==> src/rtl/daq_stream_arbiter_if.sv <==
// Stream bundle shared by the two DAQ counter inputs and the merged DMA output.
// Signals: tvalid/tready handshake, tdata payload, tstrb byte strobes, tlast
// end of packet, tid source channel (driven only on the merged master side).
interface daq_stream_arbiter_if #(
    parameter int W = 64
);
    logic           tvalid;
    logic [W-1:0]   tdata;
    logic [W/8-1:0] tstrb;
    logic           tlast;
    logic           tid;
    logic           tready;

    modport master (output tvalid, tdata, tstrb, tlast, tid, input tready);
    modport slave  (input tvalid, tdata, tstrb, tlast, tid, output tready);
endinterface

==> src/rtl/daq_stream_arbiter.sv <==
// Packet-locked round-robin merge of CNT0 (s00) and CNT1 (s01) onto one registered stream (m00).
// Latency: 2 cycles from IDLE with a valid source to first m00.tvalid; 1 beat/cycle sustained.
// Backpressure: source tready = granted & (output register empty or draining); held beat stays stable.
//
// Ports: CLK, Reset (sync, active high); s00/s01 slave streams; m00 master stream with tid tag;
// I_EN0/I_EN1 grant eligibility; O_GRANT one-hot grant (00 idle); O_BUSY grant or output pending.
// Optional: define DAQ_ARB_STATS_EN to add O_PKT_CNT0/O_PKT_CNT1 per-channel delivered-packet counters.
module daq_stream_arbiter #(
    parameter int C_AXIS_TDATA_WIDTH = 64,
    parameter bit C_LAST_GRANT_INIT  = 1'b1
) (
    input  logic                  CLK,
    input  logic                  Reset,
    daq_stream_arbiter_if.slave   s00,
    daq_stream_arbiter_if.slave   s01,
    daq_stream_arbiter_if.master  m00,
    input  logic                  I_EN0,
    input  logic                  I_EN1,
    output logic [1:0]            O_GRANT,
    output logic                  O_BUSY
`ifdef DAQ_ARB_STATS_EN
    ,
    output logic [31:0]           O_PKT_CNT0,
    output logic [31:0]           O_PKT_CNT1
`endif
);
    localparam int SW = C_AXIS_TDATA_WIDTH / 8;

    // Encoding chosen so the state value is directly the one-hot grant.
    typedef enum logic [1:0] {
        IDLE = 2'b00,
        GNT0 = 2'b01,
        GNT1 = 2'b10
    } state_t;

    state_t                        state, state_nxt;
    logic                          last_grant, last_grant_nxt;
    logic                          out_vld;
    logic [C_AXIS_TDATA_WIDTH-1:0] out_dat;
    logic [SW-1:0]                 out_strb;
    logic                          out_last;
    logic                          out_tid;

    logic out_free, rdy0, rdy1, acc0, acc1, acc_last, req0, req1;

    assign out_free = ~out_vld | m00.tready;
    assign rdy0     = (state == GNT0) & out_free;
    assign rdy1     = (state == GNT1) & out_free;
    assign acc0     = s00.tvalid & rdy0;
    assign acc1     = s01.tvalid & rdy1;
    assign acc_last = (acc0 & s00.tlast) | (acc1 & s01.tlast);
    assign req0     = s00.tvalid & I_EN0;
    assign req1     = s01.tvalid & I_EN1;

    // Re-arbitrating on the tlast beat itself is what removes the bubble
    // between back-to-back packets. last_grant = 1 means channel 0 wins a tie.
    always_comb begin
        state_nxt      = state;
        last_grant_nxt = last_grant;
        if (state == IDLE || acc_last) begin
            if (req0 && (!req1 || last_grant)) begin
                state_nxt      = GNT0;
                last_grant_nxt = 1'b0;
            end else if (req1) begin
                state_nxt      = GNT1;
                last_grant_nxt = 1'b1;
            end else begin
                state_nxt      = IDLE;
            end
        end
    end

    always_ff @(posedge CLK) begin
        if (Reset) begin
            state      <= IDLE;
            last_grant <= C_LAST_GRANT_INIT;
            out_vld    <= 1'b0;
            out_dat    <= '0;
            out_strb   <= '0;
            out_last   <= 1'b0;
            out_tid    <= 1'b0;
        end else begin
            state      <= state_nxt;
            last_grant <= last_grant_nxt;
            if (acc0) begin
                out_vld  <= 1'b1;
                out_dat  <= s00.tdata;
                out_strb <= s00.tstrb;
                out_last <= s00.tlast;
                out_tid  <= 1'b0;
            end else if (acc1) begin
                out_vld  <= 1'b1;
                out_dat  <= s01.tdata;
                out_strb <= s01.tstrb;
                out_last <= s01.tlast;
                out_tid  <= 1'b1;
            end else if (m00.tready) begin
                out_vld  <= 1'b0;
            end
        end
    end

    assign s00.tready = rdy0;
    assign s01.tready = rdy1;
    assign m00.tvalid = out_vld;
    assign m00.tdata  = out_dat;
    assign m00.tstrb  = out_strb;
    assign m00.tlast  = out_last;
    assign m00.tid    = out_tid;
    assign O_GRANT    = state;
    assign O_BUSY     = (state != IDLE) | out_vld;

`ifdef DAQ_ARB_STATS_EN
    logic [31:0] pkt_cnt0, pkt_cnt1;
    logic        pkt_done;

    // Counted at delivery to the DMA side, not at acceptance from the source.
    assign pkt_done = out_vld & m00.tready & out_last;

    always_ff @(posedge CLK) begin
        if (Reset) begin
            pkt_cnt0 <= '0;
            pkt_cnt1 <= '0;
        end else if (pkt_done) begin
            if (out_tid) pkt_cnt1 <= pkt_cnt1 + 32'd1;
            else         pkt_cnt0 <= pkt_cnt0 + 32'd1;
        end
    end

    assign O_PKT_CNT0 = pkt_cnt0;
    assign O_PKT_CNT1 = pkt_cnt1;
`endif
endmodule

==> src/flat_wrapper.sv <==
// flat-port wrapper written by rule: the top's interface ports become plain ports
module daq_stream_arbiter_flat 
#(
    parameter int C_AXIS_TDATA_WIDTH = 64,
    parameter bit C_LAST_GRANT_INIT  = 1'b1
)
  (CLK, Reset, I_EN0, I_EN1, O_GRANT, O_BUSY, s00_tvalid, s00_tdata, s00_tstrb, s00_tlast, s00_tid, s00_tready, s01_tvalid, s01_tdata, s01_tstrb, s01_tlast, s01_tid, s01_tready, m00_tvalid, m00_tdata, m00_tstrb, m00_tlast, m00_tid, m00_tready);
  daq_stream_arbiter_if #(.W((64))) s00_i ();
  daq_stream_arbiter_if #(.W((64))) s01_i ();
  daq_stream_arbiter_if #(.W((64))) m00_i ();
  input  logic CLK;
  input  logic Reset;
  input  logic I_EN0;
  input  logic I_EN1;
  output logic [1:0] O_GRANT;
  output logic O_BUSY;
  input wire logic [$bits(s00_i.tvalid)-1:0] s00_tvalid;
  input wire logic [$bits(s00_i.tdata)-1:0] s00_tdata;
  input wire logic [$bits(s00_i.tstrb)-1:0] s00_tstrb;
  input wire logic [$bits(s00_i.tlast)-1:0] s00_tlast;
  input wire logic [$bits(s00_i.tid)-1:0] s00_tid;
  output wire logic [$bits(s00_i.tready)-1:0] s00_tready;
  input wire logic [$bits(s01_i.tvalid)-1:0] s01_tvalid;
  input wire logic [$bits(s01_i.tdata)-1:0] s01_tdata;
  input wire logic [$bits(s01_i.tstrb)-1:0] s01_tstrb;
  input wire logic [$bits(s01_i.tlast)-1:0] s01_tlast;
  input wire logic [$bits(s01_i.tid)-1:0] s01_tid;
  output wire logic [$bits(s01_i.tready)-1:0] s01_tready;
  output wire logic [$bits(m00_i.tvalid)-1:0] m00_tvalid;
  output wire logic [$bits(m00_i.tdata)-1:0] m00_tdata;
  output wire logic [$bits(m00_i.tstrb)-1:0] m00_tstrb;
  output wire logic [$bits(m00_i.tlast)-1:0] m00_tlast;
  output wire logic [$bits(m00_i.tid)-1:0] m00_tid;
  input wire logic [$bits(m00_i.tready)-1:0] m00_tready;
  assign s00_i.tvalid = s00_tvalid;
  assign s00_i.tdata = s00_tdata;
  assign s00_i.tstrb = s00_tstrb;
  assign s00_i.tlast = s00_tlast;
  assign s00_i.tid = s00_tid;
  assign s00_tready = s00_i.tready;
  assign s01_i.tvalid = s01_tvalid;
  assign s01_i.tdata = s01_tdata;
  assign s01_i.tstrb = s01_tstrb;
  assign s01_i.tlast = s01_tlast;
  assign s01_i.tid = s01_tid;
  assign s01_tready = s01_i.tready;
  assign m00_tvalid = m00_i.tvalid;
  assign m00_tdata = m00_i.tdata;
  assign m00_tstrb = m00_i.tstrb;
  assign m00_tlast = m00_i.tlast;
  assign m00_tid = m00_i.tid;
  assign m00_i.tready = m00_tready;
  daq_stream_arbiter #(.C_AXIS_TDATA_WIDTH(C_AXIS_TDATA_WIDTH), .C_LAST_GRANT_INIT(C_LAST_GRANT_INIT)) u_core (.CLK(CLK), .Reset(Reset), .s00(s00_i), .s01(s01_i), .m00(m00_i), .I_EN0(I_EN0), .I_EN1(I_EN1), .O_GRANT(O_GRANT), .O_BUSY(O_BUSY));
endmodule
==> config.mk <==
export PLATFORM = sky130hd
export DESIGN_NAME = daq_stream_arbiter_flat
export DESIGN_NICKNAME = d
export VERILOG_FILES = /design/src/rtl/daq_stream_arbiter_if.sv /design/src/rtl/daq_stream_arbiter.sv /design/src/flat_wrapper.sv
export SDC_FILE = /design/constraint.sdc
export NUM_CORES = 1
export LEC_CHECK = 0
export BUFFER_PORTS_ARGS = -buffer_cell sky130_fd_sc_hd__buf_2
export CAP_MARGIN = 25
export CORE_UTILIZATION = 43
export CTS_BUF_LIST = sky130_fd_sc_hd__clkbuf_4 sky130_fd_sc_hd__clkbuf_8
export DETAILED_ROUTE_END_ITERATION = 8
export PLACE_DENSITY = 0.91
export SLEW_MARGIN = 30
export SYNTH_ARGS = -nofsm -noshare
export SYNTH_HDL_FRONTEND = slang
export SYNTH_SLANG_ARGS = --single-unit
==> constraint.sdc <==
create_clock -name CLK -period 1.5 [get_ports CLK]
set_input_delay 0.15 -clock CLK [delete_from_list [all_inputs] [get_ports CLK]]
set_output_delay 0.15 -clock CLK [all_outputs]
set_load 0.01 [all_outputs]
* Word-level counts from Yosys, hierarchy flattened
Index checks and enable logic that the tools add are counted.
** Word-level totals
- Flip-flop bits (word level) :: 78
- Input bits :: 155
- Output and inout port bits :: 80
- Logic and storage cells :: 45
** Cells by class
- Eq/ne operators :: 2
- Multiplexer cells :: 13
- Bitwise gates (word level) :: 12
- Reductions and logical operators :: 11
** Operators with widths (count)
- 2-to-1 mux 64 bit :: 2
- 2-to-1 mux 8 bit :: 2
- bitwise AND 1 bit :: 8
- 2-to-1 mux 1 bit :: 7
- nonzero test 2 bit :: 3
- 2-to-1 mux 2 bit :: 2
- OR 1 bit :: 3
- nonzero test 3 bit :: 1
- equality test 2 x 1 -> 1 bit (second input constant) :: 1
- equality test 2 bit (second input constant) :: 1
- logical NOT 2 bit :: 1
- logical OR 1 bit :: 2
- AND reduction 2 bit :: 1
- OR reduction 2 bit :: 1
- logical AND 1 bit :: 1
- logical NOT 1 bit :: 1
- inverter 1 bit :: 1

* Depth between registers and ports, before layout
- Depth in word-level cells :: 8
- Gate-level depth with buffers :: 7
- Mapped depth without buffers :: 4

* Least setup slack after synthesis
Ideal clock, no wire load.
- Path kind :: register to register
- Start :: reg u_core.out_vld, in the netlist u_core.m00.tvalid
- End :: reg u_core.out_dat[49], in the netlist u_core.m00.tdata[49]
- Library setup time :: 0.132 ns
- Data arrival time :: 1.269 ns
- Required time :: 1.368 ns
- Setup slack :: 0.099 ns
- Cell stages (with the launch flop) :: 8
- Buffers on the path :: 3
- Period minus slack after synthesis :: 1.401 ns
- Cell sequence :: dfxtp_1 -> nand2b_1 -> buf_6 -> and4b_4 -> buf_6 -> buf_6 -> a22oi_2 -> a21oi_1
** On the way
- Cells in the longest elaborated chain, start to end :: 5
- Elaborated cells on any way between the ends :: 8
- Those cells by class :: 1 x mux; 6 x bitwise; 1 x reduce/logical
** Ends and longest elaborated chain
- start: declaration :: line daq_stream_arbiter.sv:38 : logic out_vld;
- start signal: assignment :: line daq_stream_arbiter.sv:77 : out_vld <= 1'b0;
- start signal: assignment :: line daq_stream_arbiter.sv:86 : out_vld <= 1'b1;
- start signal: assignment :: line daq_stream_arbiter.sv:92 : out_vld <= 1'b1;
- inverter 1 bit (*) :: line daq_stream_arbiter.sv:46 : assign out_free = ~out_vld | m00.tready;
- OR 1 bit (*) :: line daq_stream_arbiter.sv:46
- bitwise AND 1 bit, on equally long branches :: line daq_stream_arbiter.sv:47, daq_stream_arbiter.sv:48
- bitwise AND 1 bit, on equally long branches :: line daq_stream_arbiter.sv:49, daq_stream_arbiter.sv:50
- 2-to-1 mux 64 bit or nonzero test 2 bit (tied branches)
- end signal: assignment :: line daq_stream_arbiter.sv:87 : out_dat <= s00.tdata;
- end signal: assignment :: line daq_stream_arbiter.sv:93 : out_dat <= s01.tdata;
- end: declaration :: line daq_stream_arbiter.sv:39 : logic [C_AXIS_TDATA_WIDTH-1:0] out_dat;
Every way passes the cells marked *; elsewhere a longest branch is shown, timed or not.
A chain may end at the register's enable or synchronous reset.

* Worst setup path in the final report
- Start :: reg u_core.state[1], in the netlist u_core.O_GRANT[1]
- End :: out s01_tready
** On the way
- Cells in the longest elaborated chain, start to end :: 2
** Ends and longest elaborated chain
- start: declaration :: line daq_stream_arbiter.sv:36 : state_t state, state_nxt;
- start signal: assignment :: line daq_stream_arbiter.sv:83 : state <= state_nxt;
- equality test 2 bit :: line daq_stream_arbiter.sv:48 : assign rdy1 = (state == GNT1) & out_free;
- bitwise AND 1 bit :: line daq_stream_arbiter.sv:48
- end: declaration :: line flat_wrapper.sv:28 : output wire logic [$bits(s01_i.tready)-1:0] s01_tready;
No other way between the ends.

==> results.md <==
Clocking:
- The number of buffers inserted during clock tree synthesis is 9.
- The clock tree root driver cell is clkbuf_8.
- Clock-pin slew was measured on the worst setup and hold paths at 0.08 ns.
- The H-tree was split into 3 levels.
- The later pin in the worst-skew pair is clocked with a latency of 0.33 ns.
- TritonCTS built the clock tree.
- The number of post-CTS setup repair buffers is 0.
- The number of buffers between clock root and the deepest sink is 2.
- The count of clock tree sinks is 78.

Setup path:
- The required time at the endpoint of the critical path is 1.35 ns.
- The largest fanout on the critical path is 7.
- The most critical setup path has its startpoint at u_core.O_GRANT[1].
- STA classifies the critical path endpoint as an output port.
- STA classifies the critical path startpoint as a flip-flop.
- Data arrives at the worst endpoint at 1.29 ns.
- The startpoint of the worst-slack reg-to-reg timing path is u_core.m00.tvalid.
- The critical path is of the flip-flop to output port type.

Timing:
- Setup slack closes at 0.0613 ns.
- For the pin with the worst max-slew slack, the measured transition is 0.301 ns.
- The count of final hold-check violations is 0.
- Setup violations remaining at the end of the flow were counted as 0.
- For this run, the top clock speed supported by timing is 695 MHz.
- Setup repair after global routing left no endpoint under its margin.
- The clock arrives with 0.00677 ns of skew.
- Measured against its own limit, the worst slew margin works out to 79.8%.
- In the final timing run, aggregate negative setup slack is 0 ns.
- The clock period could shrink to 1.44 ns.
- In the finished design, the share of the clock period the worst path needs comes to 95.9%.
- The final max-slew violation count is 0.

Routing:
- The routed layout has 3858 vias.
- The final routed DRC violation total is 0.
- Before antenna repair, the detailed router went through 4 iterations.
- Once detail routing completed, the nets flagged for antenna violations numbered 0.
- Dividing the detail-routed wire length by the instance count gives 15.8 um.
- In the routed layout, each cell is associated on average with a via count of 5.60.
- The detailed router's first-iteration violation count is 132.
- Wires add up to 10.9 mm.

Yosys:
- The number of nets handed over by synthesis was 523.
- After synthesis, the cell types taking the most area are dfxtp_1, nand3_1, a22oi_2, a22oi_1, a21oi_1.
- The total number of yosys warnings is 0.
- The synthesized netlist occupies a cell area of 3520 um^2.
- The number of library cell types mapped by synthesis is 34.
- Synthesis inferred 78 register bits.
- Of all flip-flops after synthesis, the portion carrying an async set or reset was 0%.
- The most common flop cell mapped by yosys is dfxtp_1.
- The portion of the post-synthesis area used by sequential elements is 44.3%.
- The synthesized area per cell is 9.57 um^2.
- The top cell type by area accounts for 44.3% of the synthesized area.
- The synthesized design contains 0 enable-type register cells.
- The cell accounting for the most synthesized area is dfxtp_1.
- The number of instances in the synthesized netlist is 368.

Floorplan:
- In this run the horizontal extent of the chip is 92.5 um.
- For this configuration, the core starts out at a cell density of 45.1%.
- The floorplan has 32 rows.
- The y dimension of the die is 92.5 um.
- In this run the standard cell core region covers 7810 um^2.
- The number of placed I/O pins is 235.
- The die covers 8560 um^2.

Layout:
- After the flow finishes, the layout carries non-filler instances totaling 689.
- The final-stage net count is 738.
- The fraction of final layout cells with drive strength greater than 1 is 52.0%.
- Once layout is complete, the utilization of the core stands at 63.8%.
- Compared with the post-synthesis result, the final layout area differs by 41.4%.

Placement:
- Routability-driven placement finished with a final weighted congestion of 0.802.
- Including well taps, the total number of placed cells is 673.
- The half-perimeter wire length after placement is 8.00 mm.
- The pre-CTS worst setup slack is 0.0454 ns.
- The count of input and output buffers is 232.

Global route:
- The number of antenna violations at the first check in global routing came to 1.
- The first global-routing pass estimated 16.5 mm of wire.
- The leftover overflow at the end of global routing is 0.
- The total routing resource utilization after global routing is 24.2%.
- The pin count of the biggest net entering global routing is 45.
- The via count of the first global-routing pass is 3659.

Pwr:
- Sequential cells account for 46.8% of the total power.
- The total internal power is 3570 uW.
- The combinational share of power is 18.4%.
- The final total power is 4800 uW.
- The share of total power in the clock network is 34.8%.
- In this run switching power makes up 25.6% of total power.
- The total power density per cell area is 963 nW/um^2.
- The leakage power is 0.00218 uW.
- The peak supply drop is 0.000500 V.
- The power dissipated by switching net loads is 1230 uW.

Min path:
- The launch point of the worst hold path is s00_tdata[42].
- The worst hold path class is input port to flip-flop.

Outcome:
- The run finished with clean final reports.

Run:
- The count of maximum capacitance violations is 0.
## worst max-delay path, cell delays in order, from the launching register on
cell and delay [ns]:
dfxtp_2 0.42, inv_1 0.09, nor3b_1 0.26, buf_2 0.19
## cell usage in the layout, fill, tap and decap left out, types with 2 or more instances in the layout
cell type / netlist / layout
a21oi_1: 64 / 64
a21oi_2: 8 / 8
a22oi_1: 43 / 43
a22oi_2: 29 / 29
a31oi_1: 3 / 3
buf_12: 0 / 10
buf_2: 10 / 232
buf_4: 3 / 4
bufinv_16: 0 / 2
clkbuf_8: 0 / 10
dfxtp_1: 78 / 76
dfxtp_2: 0 / 2
inv_1: 3 / 3
nand2_1: 3 / 3
nand3_1: 73 / 73
nor2_1: 2 / 2
## path summary, 6_finish.rpt
check | end | slack, ns | cells past startpoint
setup / recovery | s01_tready | 0.06 | 3
hold / removal | u_core.m00.tdata[42] | 0.07 | 3
setup reg to reg | u_core.m00.tlast | 0.13 | 5
hold reg to reg | u_core.m00.tdata[52] | 0.47 | 2
## per-layer routing
metal / track usage (%) / part of all wire [%] / up-vias
li1: - / - / 1819
met1: 25.0 / 37 / 1836
met2: 45.5 / 53 / 181
met3: 7.06 / 7.4 / 22
met4: 8.98 / 2.1 / 0
met5: 0 / 0 / -
## state kept, by name, indices dropped and copies added, names as in the netlist
signal / flops
u_core.O_GRANT: 2
u_core.last_grant: 1
u_core.m00.tdata: 64
u_core.m00.tid: 1
u_core.m00.tlast: 1
u_core.m00.tstrb: 8
u_core.m00.tvalid: 1
## metrics by stage
stage                     hold slack [ns]  instance area (um^2)
after global routing               0.0734                  4980
after global placement              0.416                  4730
final                              0.0748                  4980
after detailed placement            0.426                  4730
after floorplan                     0.309                  3520
after CTS                          0.0613                  4940
## cells by family (layout without fill, tap and decap cells)
| family | Yosys count | count (layout) | share of synthesized area [%] |
|---|---|---|---|
| buffers and inverters | 46 | 264 | 9.20 |
| flip-flops | 78 | 78 | 44.3 |
| other | 0 | 1 | 0 |
| AO/OA/AOI/OAI | 155 | 155 | 33.0 |
| AND/OR/NAND/NOR | 89 | 89 | 13.5 |
## what timing repair did
action	in CTS	in global routing
resized for setup	0	4
hold buffers	0	0
endpoints found under the setup margin	0	42
## layout make-up
class                           count  area (um^2)
Clock inverter                      4         72.6
Antenna cell                        1         2.50
Multi-Input combinational cell    244         1650
Fill cell                         673         2830
Clock buffer                       10          138
Timing Repair Buffer              247         1420
Tap cell                          102          128
Sequential cell                    78         1560
Inverter                            3         11.3
## synth_stat cells, drive strengths merged, types with 2 or more instances
cell type,instances
a21oi,72
a22oi,72
a31oi,3
buf,31
clkbuf,12
dfxtp,78
inv,3
nand2,3
nand3,74
nor2,2
## power by group through the flow
| stage | logic (uW) | clock network, uW | registers [uW] |
|---|---|---|---|
| after detailed placement | 869 | 0 | 2290 |
| after global routing | 956 | 1830 | 2260 |
| after floorplan | 394 | 0 | 2340 |
| final | 880 | 1670 | 2250 |
| after CTS | 870 | 1720 | 2240 |
| after global placement | 836 | 0 | 2280 |
Power figures use the tool's default switching activity.
